<file path="src/rtl/multiply_accumulate.sv">
// multiply_accumulate
//
// Streaming fixed-point dot-product stage. It accepts ARGN signed operand
// pairs {weight, input}, one per handshake. Each product is scaled down by
// FRAC bits and summed into a RESW-bit wrapping accumulator. The sum is then
// presented as a single result beat, which the following saturate stage
// narrows to the datapath width.
//
// Ports
//   clk        in   1        clock
//   rst        in   1        synchronous reset, active-high
//   arg_valid  in   1        operand pair valid
//   arg_data   in   2*ARGW   {weight, input}, both signed
//   arg_ready  out  1        stage accepts a pair this cycle
//   res_valid  out  1        result valid
//   res_data   out  RESW     accumulated sum, signed
//   res_ready  in   1        downstream accepts result
//   dbg_state  out  1        current FSM state (0 = ACC, 1 = RES)
//
// Handshake: a beat moves on a rising clk edge where valid and ready are
// both high. A producer holds valid and data stable until that edge. Ready
// may depend on state only, and never depends on the opposite valid.

module multiply_accumulate #(
    parameter int ARGW = 16,
    parameter int ARGN = 4,
    parameter int RESW = 24,
    parameter int FRAC = 8
) (
    input  logic              clk,
    input  logic              rst,
    input  logic              arg_valid,
    input  logic [2*ARGW-1:0] arg_data,
    output logic              arg_ready,
    output logic              res_valid,
    output logic [RESW-1:0]   res_data,
    input  logic              res_ready,
    output logic              dbg_state
);

    localparam int CNTW = (ARGN > 1) ? $clog2(ARGN) : 1;
    localparam logic [CNTW-1:0] CNT_LAST = CNTW'(ARGN - 1);

    typedef enum logic {
        S_ACC = 1'b0,
        S_RES = 1'b1
    } state_e;

    state_e             state_q, state_d;
    logic [CNTW-1:0]    cnt_q, cnt_d;
    logic [RESW-1:0]    acc_q, acc_d;

    logic signed [ARGW-1:0]   weight;
    logic signed [ARGW-1:0]   operand;
    logic signed [2*ARGW-1:0] prod;
    logic signed [2*ARGW-1:0] prod_shr;
    logic [RESW-1:0]          prod_res;

    logic arg_xfer;
    logic res_xfer;

    assign weight  = $signed(arg_data[2*ARGW-1:ARGW]);
    assign operand = $signed(arg_data[ARGW-1:0]);

    // The full-width product is formed first. The arithmetic shift then
    // rounds toward -inf. The size cast sign-extends or truncates the result
    // to the accumulator width.
    assign prod     = weight * operand;
    assign prod_shr = prod >>> FRAC;
    assign prod_res = RESW'(prod_shr);

    // Both ready/valid outputs are also gated by rst. This keeps the stage
    // closed and silent in the same cycle that reset is asserted.
    assign arg_ready = (state_q == S_ACC) && !rst;
    assign res_valid = (state_q == S_RES) && !rst;
    assign res_data  = acc_q;
    assign dbg_state = state_q;

    assign arg_xfer = arg_valid && arg_ready;
    assign res_xfer = res_valid && res_ready;

    always_comb begin
        state_d = state_q;
        cnt_d   = cnt_q;
        acc_d   = acc_q;
        unique case (state_q)
            S_ACC: begin
                if (arg_xfer) begin
                    // The first pair of a group overwrites the previous sum.
                    // This means RES never needs to clear the accumulator.
                    acc_d = ((cnt_q == '0) ? '0 : acc_q) + prod_res;
                    if (cnt_q == CNT_LAST) begin
                        cnt_d   = '0;
                        state_d = S_RES;
                    end else begin
                        cnt_d = cnt_q + 1'b1;
                    end
                end
            end
            S_RES: begin
                if (res_xfer) begin
                    state_d = S_ACC;
                end
            end
            default: begin
                state_d = S_ACC;
            end
        endcase
    end

    always_ff @(posedge clk) begin
        if (rst) begin
            state_q <= S_ACC;
            cnt_q   <= '0;
            acc_q   <= '0;
        end else begin
            state_q <= state_d;
            cnt_q   <= cnt_d;
            acc_q   <= acc_d;
        end
    end

endmodule
</file>
<file path="config.mk">
export PLATFORM = sky130hd
export DESIGN_NAME = multiply_accumulate
export DESIGN_NICKNAME = d
export VERILOG_FILES = /design/src/rtl/multiply_accumulate.sv
export SDC_FILE = /design/constraint.sdc
export NUM_CORES = 1
export LEC_CHECK = 0
export CORE_MARGIN = 3
export CORE_UTILIZATION = 45
export DETAILED_ROUTE_END_ITERATION = 10
export GPL_ROUTABILITY_DRIVEN = 0
export HOLD_SLACK_MARGIN = 0.02
export PLACE_DENSITY = 0.73
export SLEW_MARGIN = 20
export SYNTH_ARGS = -nofsm -noshare
export SYNTH_HDL_FRONTEND = slang
export SYNTH_SLANG_ARGS = --single-unit
</file>
<file path="constraint.sdc">
create_clock -name clk -period 11.9 [get_ports clk]
set_input_delay 2.38 -clock clk [delete_from_list [all_inputs] [get_ports clk]]
set_output_delay 2.38 -clock clk [all_outputs]
set_load 0.01 [all_outputs]
</file>
==> key figures, run 1 <==
Floorplan
  • Area of the core: 0.0253 mm2
  • Std cell rows: a little under 60
  • Die W: 167 um
  • Die Ht: 167 um
  • DIE AREA: around 0.028 mm2
  • Ports: 63
  • Initial Utilization: roughly 46%

Critical path
  • Crit Path Category: primary input to flop
  • Crit-path most repeated cell: fa_1
  • Critical R2R Launch: cnt_q[0]
  • Crit-path max cell delay: 0.84 ns
  • Req. time, crit path: 12.09 ns
  • CP Capture Type: flop
  • Reg2Reg Depth: 13
  • Worst r2r dst: res_data[16]
  • Critical path's slowest cell: clkdlybuf4s50_1
  • Maximum fanout along the worst path: 16
  • Reg2Reg Setup Slack: 8.10 ns
  • CP Launch Type: primary input
  • CP arrival: 10.60 ns

Final layout
  • Layout area overhead: 8.47%
  • Antenna diodes: 0
  • Register area: 541 um2
  • Multi-input gate area: 0.00985 mm2
  • Filler cells: between 2000 and 2500
  • Final nets: 1719
  • Layout cells sized above 1: 2.28%

Clocking
  • Clock Tree Buf Depth: 2
  • Inserted Clock Buffers: 3
  • CTS H-tree lvls: 1
  • Clock transition at path regs: 0.07 ns
  • Resized cells post-CTS: 0
  • Worst-Skew Late Latency: 0.27 ns
  • CTS tree: yes
  • Postcts setup bufs: 0
  • CTS root buffer: clkbuf_16
  • Number of clock sinks: 27
  • CTS hold repair buffers: 0

Timing
  • Fmax: 96.1 MHz
  • Min Clock Period, post-route: 10.41 ns
  • Fin crit share: 87.5%
  • Skew final: between 0.004 and 0.005 ns
  • Final hold viol count: 0
  • Sum of negative setup slack: 0 ns
  • Final Max Slew Viols: 0
  • Finish-stage setup viols: 0
  • Least-Margin Pin Slew: 0.908 ns
  • RSZ-0062 raised after global routing: no
  • Slew headroom: 39.5%

Flow run
  • Max Cap Violations: 0

GRT
  • Largest net degree at the start of global routing: 43
  • Gr ovfl total: 0
  • Initial antenna violation count: 0
  • First-pass GRT wire length: approximately 46000 um
  • Vias in the first global route: 9109
  • GR Util All Layers: 19.9%

Detailed routing
  • Drt wl/cell: between 15 and 20 um
  • WL met1: ~12000 um
  • Final antenna-violating net count: 0
  • Vias: 8466
  • Wire length on met2: 12500 um
  • Drt first pass iters: 5
  • Starting DRC count in detailed routing: 528
  • DR vias/cell: ~5.1
  • Drt drc: 0
  • Drt total wl: approximately 26000 um
  • Top sig layer: met4
  • DR WL met3: 1470 um

Synthesis
  • Post-synth EDFFs: 0
  • Most used DFF post-synth: dfxtp_1
  • Distinct cell type count after synthesis: 55
  • Synth Cell Area: 0.0117 mm2
  • Sequential fraction of the synthesis area: 4.63%
  • Gate Count Post-Synth: 1288
  • Ranking of synthesized cells by area: fa_1 45%, ha_1 11%, inv_1 9.6%
  • Top-area cell type share of the netlist area: 44.9%
  • FF+latch count, synth: 27
  • Syn nets: 1690
  • Synth area leader: fa_1
  • Async set or reset register ratio after synthesis: 0%
  • Synthesized area per cell: 9.06 um2
  • Synth Warn #: 0

Status
  • Status: complete, no violations

Place
  • Hpwl dp: approximately 22000 um
  • IO Port Bufs: between 60 and 70

Min path
  • Min-Delay Path Depth: 2
  • Hold Path End: res_data[0]
  • Hold path startpoint: res_data[0]
  • Worst Hold Class: flop to flop
==> logic make-up after synthesis <==
kind of cell	Yosys count	synth area share [%]
AOI/OAI and AO/OA	121	7.00
xor gates and xnor gates	50	3.87
adders and majority gates	366	56.1
buffers and inverters	340	10.9
DFF	27	4.63
muxes	1	0.0858
and+or+nand+nor	383	17.4
==> cells in the final DEF (no fill, tap or decap), drive strengths merged, types with 26 or more instances in the layout <==
cell,synthesis,routed
dfxtp,27,27
nand2,139,139
a21oi,33,33
inv,298,298
xnor2,30,30
fa,262,262
and2,123,123
nor2,26,26
nor2b,29,29
o21ai,39,39
ha,104,104
clkdlybuf4s50,0,62
==> synth_stat cells, types with 3 or more instances <==
cell,instances
a211oi_1,4
a21o_1,13
a21oi_1,32
a31oi_4,3
and2_1,123
and3_1,5
clkbuf_1,40
dfxtp_1,27
fa_1,262
ha_1,104
inv_1,298
nand2_1,139
nand2b_1,15
nand3_1,6
nand3b_1,22
nor2_1,26
nor2b_1,29
nor3_1,4
o21a_1,3
o21ai_0,33
o21ai_1,3
o21ai_2,3
o21bai_1,3
o31ai_1,5
or2_2,4
xnor2_1,30
xor2_1,19
==> critical path, delay by kind of cell <==
kind,cells,cell delay (ns)
AOI/OAI and AO/OA,13,2.50
xor gates and xnor gates,2,0.36
adders and majority gates,8,3.65
buffers and inverters,5,1.03
and+or+nand+nor,4,0.68
==> worst max-delay path by stage <==
stage / start / end / slack [ns] / cells after the start
finish: arg_data[24] / res_data[23] / 1.49 / 32
detailed placement: arg_data[1] / res_data[23] / 1.27 / 32
CTS: arg_data[1] / res_data[23] / 1.51 / 32
global placement: arg_data[1] / res_data[23] / 1.39 / 32
floorplan: arg_data[1] / res_data[23] / 2.59 / 32
global route: arg_data[1] / res_data[23] / 0.97 / 32
==> sequential cells by signal (all words and copies together) (netlist names) <==
signal     flops
cnt_q          2
dbg_state      1
res_data      24
==> layer usage <==
metal / vias up / GRT usage, %
met5: - / 0
met4: 0 / 2.40
met3: 31 / 2.87
met2: 216 / 32.0
met1: 4306 / 29.6
li1: 3913 / -
==> metrics by stage <==
| step | cells | setup slack, ns | cell area, um2 | hold WS, ns | utilization, % |
|---|---|---|---|---|---|
| after global placement | 1642 | 1.39 | 12600 | 0.469 | 49.6 |
| final | 1646 | 1.49 | 12700 | 0.492 | 50.0 |
| after detailed placement | 1642 | 1.27 | 12600 | 0.479 | 49.6 |
| after floorplan | 1288 | 2.59 | 11700 | 0.469 | - |
| after CTS | 1646 | 1.51 | 12700 | 0.490 | 50.0 |
| after global routing | 1646 | 0.967 | 12700 | 0.517 | 50.0 |
==> area by class of cell <==
class                   count  area share [%]
multi-input cells         921            77.9
inverters                 298            8.84
repair buffers             66            5.14
flip-flops and latches     27            4.27
well taps                 330            3.26
clock buffers               3           0.593
clock inverters             1          0.0395
Power of run 1 is not shown: default switching activity piles up to over one toggle a cycle in this logic, so the estimate is an artifact.
==> run 2: changes to the inputs <==
==> constraint.sdc (replaced) <==
create_clock -name clk -period 11.9 [get_ports clk]
set_input_delay 1.785 -clock clk [delete_from_list [all_inputs] [get_ports clk]]
set_output_delay 1.785 -clock clk [all_outputs]
set_load 0.01 [all_outputs]
==> run 2 against run 1 <==
Global-route usage decreased by 0.35 points; die area unchanged; maximum frequency increased by 6.8%; sequential cell count unchanged; register-to-register slack improved by 0.08 ns; critical path type unchanged.
==> key figures, run 2 (synthesis results as in run 1) <==
Status
  • Status: complete, no violations

GRT
  • Initial antenna violation count: 0 (unchanged)
  • Gr ovfl total: 0 (unchanged)
  • First-pass GRT wire length: 45400 um (-1.4%)
  • GR Util All Layers: 19.5% (-0.35 points)
  • Vias in the first global route: 9080 (-0.32%)
  • Largest net degree at the start of global routing: 43 (unchanged)

Critical path
  • Critical path's slowest cell: clkdlybuf4s50_1
  • CP arrival: 9.95 ns (-0.65 ns)
  • CP Capture Type: flop
  • Maximum fanout along the worst path: 15 (-1)
  • Crit-path most repeated cell: fa_1
  • CP Capture Point: res_data[23]
  • Crit-path max cell delay: 0.77 ns (-0.07 ns)
  • Reg2Reg Setup Slack: 8.18 ns (+0.08 ns)
  • CP Launch Type: primary input
  • Worst r2r dst: res_data[22]
  • CP startpoint: arg_data[1]
  • Critical R2R Launch: cnt_q[0]
  • Req. time, crit path: 12.10 ns (about the same)
  • Reg2Reg Depth: 14 (+1)
  • Crit Path Category: primary input to flop

Clocking
  • Worst-Skew Late Latency: 0.27 ns (about the same)
  • CTS H-tree lvls: 1 (unchanged)
  • Number of clock sinks: 27 (unchanged)
  • CTS hold repair buffers: 0 (unchanged)
  • CTS tree: yes
  • Clock Tree Buf Depth: 2 (unchanged)
  • Clock transition at path regs: 0.07 ns (about the same)
  • Postcts setup bufs: 0 (unchanged)
  • Inserted Clock Buffers: 3 (unchanged)
  • Resized cells post-CTS: 0 (unchanged)
  • CTS root buffer: clkbuf_16

Timing
  • Sum of negative setup slack: 0 ns (unchanged)
  • RSZ-0062 raised after global routing: no
  • Skew final: 0.00278 ns (-0.00194 ns)
  • Slew headroom: 40.8% (+1.3 points)
  • Fin crit share: 81.9% (-5.5 points)
  • Finish-stage setup viols: 0 (unchanged)
  • Min Clock Period, post-route: 9.75 ns (-0.658 ns)
  • Final hold viol count: 0 (unchanged)
  • Least-Margin Pin Slew: 0.889 ns (-0.0192 ns)
  • Fmax: 103 MHz (+6.8%)
  • Final Max Slew Viols: 0 (unchanged)

Min path
  • Worst Hold Class: flop to flop

Final layout
  • Antenna diodes: 0 (unchanged)
  • Layout cells sized above 1: 2.06% (-0.22 points)
  • Most common cell after layout, fill and taps aside: inv_1
  • Commonest non-fill, non-tap cells in the layout: 298 x inv_1, 262 x fa_1, 138 x nand2_1
  • Multi-input gate area: 0.00985 mm2 (unchanged)
  • Filler cells: 2302 (+1.0%)
  • Register area: 541 um2 (unchanged)
  • Final nets: 1716 (-0.17%)
  • Layout area overhead: 8.28%
  • Max reg flops: 24 (unchanged)

Floorplan
  • Std cell rows: 58 (unchanged)
  • Die Ht: 167 um (unchanged)
  • Area of the core: 0.0253 mm2 (unchanged)
  • Die W: 167 um (unchanged)
  • Initial Utilization: 46.1% (unchanged)
  • Ports: 63 (unchanged)
  • DIE AREA: 0.0279 mm2 (unchanged)

Detailed routing
  • Final antenna-violating net count: 0 (unchanged)
  • DR vias/cell: 5.14 (-0.13%)
  • Starting DRC count in detailed routing: 431 (-18%)
  • Vias: 8440 (-0.31%)
  • Drt total wl: 26000 um (-1.5%)
  • Drt first pass iters: 5 (unchanged)
  • Drt drc: 0 (unchanged)
  • Drt wl/cell: 15.8 um (-1.3%)

Flow run
  • Max Cap Violations: 0 (unchanged)

Place
  • IO Port Bufs: 62 (unchanged)
  • Hpwl dp: 21800 um (-2.0%)
==> run 2: cell types whose count changed in the layout (fill, tap and decap cells not counted), sizes merged <==
cell and change:
buf -3
==> run 2: worst max-delay path, delay by kind of cell <==
kind,cells,cell delay (ns)
compound gates,12,2.40
xor+xnor,2,0.35
buf+inv,6,1.18
fa+ha+maj,8,3.64
simple gates,4,0.57
==> run 2: per-layer routing <==
metal  up-vias  share of wire (%)  routed length [um]  global-route usage (%)
li1       3905                  -                   -                       -
met3        22                6.7                1730                    3.47
met1      4287                 45               11800                    28.5
met2       226                 47               12200                    31.4
met5         -                  0                   0                       0
met4         0               0.94                 245                    2.73
==> run 2: worst min path at each step <==
stage	start	to	slack, ns	cells after the start
3_3_place_gp	res_data[10]	res_data[10]	0.47	2
2_1_floorplan	cnt_q[1]	cnt_q[1]	0.47	2
3_5_place_dp	res_data[10]	res_data[10]	0.48	2
5_1_grt	res_data[10]	res_data[10]	0.52	2
4_1_cts	res_data[10]	res_data[10]	0.49	2
6_report	res_data[10]	res_data[10]	0.49	2
==> run 2: cell type report <==
cell class / instances / area share (%)
clock buffer: 3 / 0.594
clock inverter: 1 / 0.0396
inverter: 298 / 8.85
multi-input combinational: 921 / 78.0
sequential: 27 / 4.28
tap: 330 / 3.27
timing repair buffer: 63 / 4.97
==> run 2: metrics by stage <==
| step | utilization [%] | cell area, um2 | hold slack, ns | worst slack (ns) | cells |
|---|---|---|---|---|---|
| after global placement | 49.6 | 12600 | 0.469 | 1.97 | 1639 |
| after detailed placement | 49.6 | 12600 | 0.485 | 1.90 | 1639 |
| after global routing | 49.9 | 12600 | 0.522 | 1.62 | 1643 |
| final | 49.9 | 12600 | 0.493 | 2.15 | 1643 |
| after floorplan | - | 11700 | 0.469 | 3.19 | 1288 |
| after CTS | 49.9 | 12600 | 0.494 | 2.13 | 1643 |
Power of run 2 is left out for the same reason.
